==> src/rtl/wallace_tree_multiplier.sv <==
// Unsigned 3x3 Wallace-tree multiplier with ripple-carry final adder and registered outputs.
// Define WALLACE_PIPE_EN to register the two reduced rows ahead of the final adder (latency 2).

module wallace_ha (
  input  logic i_a,
  input  logic i_b,
  output logic o_s,
  output logic o_c
);
  assign o_s = i_a ^ i_b;
  assign o_c = i_a & i_b;
endmodule

module wallace_fa (
  input  logic i_a,
  input  logic i_b,
  input  logic i_c,
  output logic o_s,
  output logic o_c
);
  assign o_s = i_a ^ i_b ^ i_c;
  assign o_c = (i_a & i_b) | (i_a & i_c) | (i_b & i_c);
endmodule

module wallace_tree_multiplier (
  input  logic       clk,
  input  logic       rst_n,
  input  logic [2:0] A,
  input  logic [2:0] B,
  output logic [5:0] PRODUCT,
  output logic       cout
);

  // w_pp[i][j] carries weight 2^(i+j)
  logic [2:0][2:0] w_pp;

  for (genvar gi = 0; gi < 3; gi++) begin : g_pp_row
    for (genvar gj = 0; gj < 3; gj++) begin : g_pp_col
      assign w_pp[gi][gj] = A[gj] & B[gi];
    end
  end

  logic w_s1_1, w_c1_1;
  logic w_s1_2, w_c1_2;
  logic w_s1_3, w_c1_3;

  wallace_ha u_s1_col1 (
    .i_a (w_pp[0][1]),
    .i_b (w_pp[1][0]),
    .o_s (w_s1_1),
    .o_c (w_c1_1)
  );

  wallace_fa u_s1_col2 (
    .i_a (w_pp[0][2]),
    .i_b (w_pp[1][1]),
    .i_c (w_pp[2][0]),
    .o_s (w_s1_2),
    .o_c (w_c1_2)
  );

  wallace_ha u_s1_col3 (
    .i_a (w_pp[1][2]),
    .i_b (w_pp[2][1]),
    .o_s (w_s1_3),
    .o_c (w_c1_3)
  );

  // After stage 1 every column already holds at most two bits, so stage 2 only
  // arranges them into the two rows fed to the final adder.
  logic [5:0] w_row_a;
  logic [5:0] w_row_b;

  assign w_row_a = {1'b0, w_pp[2][2], w_s1_3, w_s1_2, w_s1_1, w_pp[0][0]};
  assign w_row_b = {1'b0, w_c1_3, w_c1_2, w_c1_1, 2'b00};

  logic [5:0] w_add_a;
  logic [5:0] w_add_b;

`ifdef WALLACE_PIPE_EN
  logic [5:0] r_row_a;
  logic [5:0] r_row_b;

  always_ff @(posedge clk or negedge rst_n) begin
    if (!rst_n) begin
      r_row_a <= '0;
      r_row_b <= '0;
    end else begin
      r_row_a <= w_row_a;
      r_row_b <= w_row_b;
    end
  end

  assign w_add_a = r_row_a;
  assign w_add_b = r_row_b;
`else
  assign w_add_a = w_row_a;
  assign w_add_b = w_row_b;
`endif

  logic [6:0] w_carry;
  logic [5:0] w_sum;

  assign w_carry[0] = 1'b0;

  for (genvar gk = 0; gk < 6; gk++) begin : g_ripple
    wallace_fa u_fa (
      .i_a (w_add_a[gk]),
      .i_b (w_add_b[gk]),
      .i_c (w_carry[gk]),
      .o_s (w_sum[gk]),
      .o_c (w_carry[gk+1])
    );
  end

  logic [5:0] r_product;
  logic       r_cout;

  always_ff @(posedge clk or negedge rst_n) begin
    if (!rst_n) begin
      r_product <= '0;
      r_cout    <= 1'b0;
    end else begin
      r_product <= w_sum;
      r_cout    <= w_carry[6];
    end
  end

  assign PRODUCT = r_product;
  assign cout    = r_cout;

endmodule

==> config.mk <==
export PLATFORM = sky130hd
export DESIGN_NAME = wallace_tree_multiplier
export DESIGN_NICKNAME = d
export VERILOG_FILES = /design/src/rtl/wallace_tree_multiplier.sv
export SDC_FILE = /design/constraint.sdc
export NUM_CORES = 1
export LEC_CHECK = 0
export ABC_AREA = 1
export ABC_CLOCK_PERIOD_IN_PS = 800
export CAP_MARGIN = 25
export CORE_AREA = 2 2 39 41
export CTS_CLUSTER_DIAMETER = 60
export CTS_CLUSTER_SIZE = 25
export DETAILED_ROUTE_END_ITERATION = 10
export DIE_AREA = 0 0 41 43
export PLACE_DENSITY_LB_ADDON = 0.08
export SYNTH_ARGS = -nofsm -noshare
export SYNTH_HDL_FRONTEND = slang
export SYNTH_SLANG_ARGS = --single-unit
==> constraint.sdc <==
create_clock -name clk -period 0.8 [get_ports clk]
set_input_delay 0.08 -clock clk [delete_from_list [all_inputs] [get_ports clk]]
set_output_delay 0.08 -clock clk [all_outputs]
set_load 0.02 [all_outputs]
==> impl_metrics.env <==
export IMPL_status="finished, violations left"
export IMPL_violations="setup timing"
export IMPL_largest_reg_flops=6
export IMPL_grtUsageTotal_pct=8.603
export IMPL_powerDensity_nw_per_um2=1530
export IMPL_final_common_cell="inv_1"
export IMPL_dpl_hpwl_um=508.5
export IMPL_coreArea_um2=1384
export IMPL_crit_cells=9
export IMPL_synth_compound_area_share_pct=0
export IMPL_whs_ps=77.35
export IMPL_fin_crit_ps=1597
export IMPL_netlist_instances=34
export IMPL_vias=270
export IMPL_grt_setup_unrepaired="yes"
export IMPL_finalMaxSlewViolations=0
export IMPL_grt_pass1_wl_um=938
export IMPL_cts_buffers=3
export IMPL_p_seq_share_pct=39.9
export IMPL_ys_ff_latch=6
export IMPL_crit_path_start_kind="primary input"
export IMPL_rows=14
export IMPL_synth_top_family_by_area="adder cells"
export IMPL_cts_root_buf="clkbuf_4"
export IMPL_die_area_um2=1763
export IMPL_netlist_area_um2=334.1
export IMPL_worstPathRequired_ps=980
export IMPL_ir_worst_vdd_v=0.0005340
export IMPL_overflow=0
export IMPL_p_switching_uw=236.4
export IMPL_critPathCaptureType="flop"
export IMPL_port_buffers=13
export IMPL_clockPowerShare_pct=29.6
export IMPL_cp_max_fo=2
export IMPL_yosys_area_share_adder_pct=29.21
export IMPL_wirelength_um=565
export IMPL_cts_sinks=6
export IMPL_pwr_share_comb_pct=30.5
export IMPL_utilization_pct=41.77
export IMPL_leakagePower_nw=0.3307
export IMPL_vias_per_cell=3.803
export IMPL_clock_fmax_ghz=0.6263
export IMPL_synth_distinct_cells=7
export IMPL_worstPathArrival_ps=1780
export IMPL_crit_type="in -> reg"
export IMPL_internal_power_uw=648.2
export IMPL_drt_pass1_iterations=1
export IMPL_route_antenna_remaining_nets=0
export IMPL_synth_mux_area_share_pct=0
export IMPL_ios=15
export IMPL_synth_fp_nets=48
export IMPL_max_stage_delay_ps=540
export IMPL_timing_final_ws_setup_ps=-796.6
export IMPL_die_h_um=43
export IMPL_post_cts_buffers=0
export IMPL_cts_hold_buffers_added=0
export IMPL_yosys_area_share_xor_xnor_pct=0
export IMPL_min_path_type="in -> async"
export IMPL_grt_pass1_vias=273
export IMPL_critPathBufInv=4
export IMPL_syn_area_per_cell_um2=9.826
export IMPL_gp_congestion=0.6448
export IMPL_antenna_found_initial=0
export IMPL_nets=71
export IMPL_grt_max_degree=7
export IMPL_wire_per_inst_um=7.958
export IMPL_path_cells="buf_8, nand2_8, fa_1, inv_2, ha_4, fa_2, inv_2, fa_1, inv_1"
export IMPL_antenna_cells=0
export IMPL_drc=0
export IMPL_min_period_over_period_pct=199.6
export IMPL_crit_family="adder cells"
export IMPL_drive_gt1_share_pct=50.91
export IMPL_maxCapViolations=0
export IMPL_final_cell_mix="inv_1 (9), dfrtp_1 (6), nand2_1 (6), buf_6 (6), buf_4 (6)"
export IMPL_yosysWarningCount=0
export IMPL_swShare_pct=26.72
export IMPL_dieWidth_um=41
export IMPL_cts_tree="yes"
export IMPL_finalHoldViolations=0
export IMPL_cts_max_level=1
export IMPL_fillers=138
export IMPL_finalSetupViolations=10
export IMPL_area_growth_pct=73.03
export IMPL_cp_slowest_cell="fa_1"
export IMPL_cts_buffer_depth=2
export IMPL_yosysSeqAreaShare_pct=44.94
export IMPL_yosys_area_share_simple_pct=10.11
export IMPL_drtIter0Drc=0
export IMPL_clkSlewWorstSetupHoldPaths_ps=40
export IMPL_initial_core_util_pct=24.14
## power by group through the flow
| stage | Combinational, mW | Clock, mW | Sequential [mW] |
|---|---|---|---|
| global placement | 0.259 | 0 | 0.350 |
| floorplan | 0.0648 | 0 | 0.396 |
| finish | 0.270 | 0.262 | 0.353 |
| detailed placement | 0.259 | 0 | 0.350 |
| global route | 0.304 | 0.288 | 0.357 |
| CTS | 0.266 | 0.280 | 0.353 |
## cell usage after synthesis
cell type	n	area (µm²)
conb_1	1	3.750
nand2_1	9	33.78
fa_1	3	60.06
inv_1	11	41.29
ha_1	3	37.54
dfrtp_1	6	150.1
buf_4	1	7.510
## metal layers
layer	part of all wire, %	track usage, %
met2	52	13.44
met3	12	1.571
met1	34	7.921
met5	0	0
met4	2.1	10.00
## timing repair
action	CTS	global route
pin swaps	5	0
setup endpoints to repair	11	10
gates resized for setup	68	2
## cell families after synthesis
kind of cell,after synthesis
flip-flops,6
buffers and inverters,12
adder cells (fa/ha/maj),6
AND/OR/NAND/NOR,9
other,1
## layout make-up
type / instances / area, µm² / area share, %
inverter: 11 / 41.29 / 7.143
timing repair buffer: 19 / 172.7 / 29.87
tap: 16 / 20.02 / 3.463
multi-input combinational: 16 / 171.4 / 29.65
clock buffer: 3 / 22.52 / 3.896
sequential: 6 / 150.1 / 25.97
## worst max-delay path by stage
stage / startpoint / to / slack (ps)
final: A[0] / PRODUCT[4]$_DFF_PN0_ / -800
after global placement: B[2] / PRODUCT[4]$_DFF_PN0_ / -1610
after floorplan: A[0] / PRODUCT[4]$_DFF_PN0_ / -950
after global routing: A[0] / PRODUCT[4]$_DFF_PN0_ / -850
after CTS: A[0] / PRODUCT[4]$_DFF_PN0_ / -800
after detailed placement: B[2] / PRODUCT[4]$_DFF_PN0_ / -1630
## stage by stage
| stage | std cells | cell area (µm²) | total power, mW | TNS (ps) | setup slack, ps |
|---|---|---|---|---|---|
| 2_1_floorplan | 34 | 355.3 | 0.4604 | -2527 | -954.3 |
| 3_3_place_gp | 68 | 543.0 | 0.6086 | -6808 | -1609 |
| 3_5_place_dp | 68 | 543.0 | 0.6095 | -6911 | -1630 |
| 4_1_cts | 71 | 568.0 | 0.8998 | -2090 | -795.2 |
| 5_1_grt | 71 | 578.1 | 0.9483 | -2291 | -848.3 |
| 6_report | 71 | 578.1 | 0.8846 | -1984 | -796.6 |
Note: power is estimated with default switching activity, not from simulation.
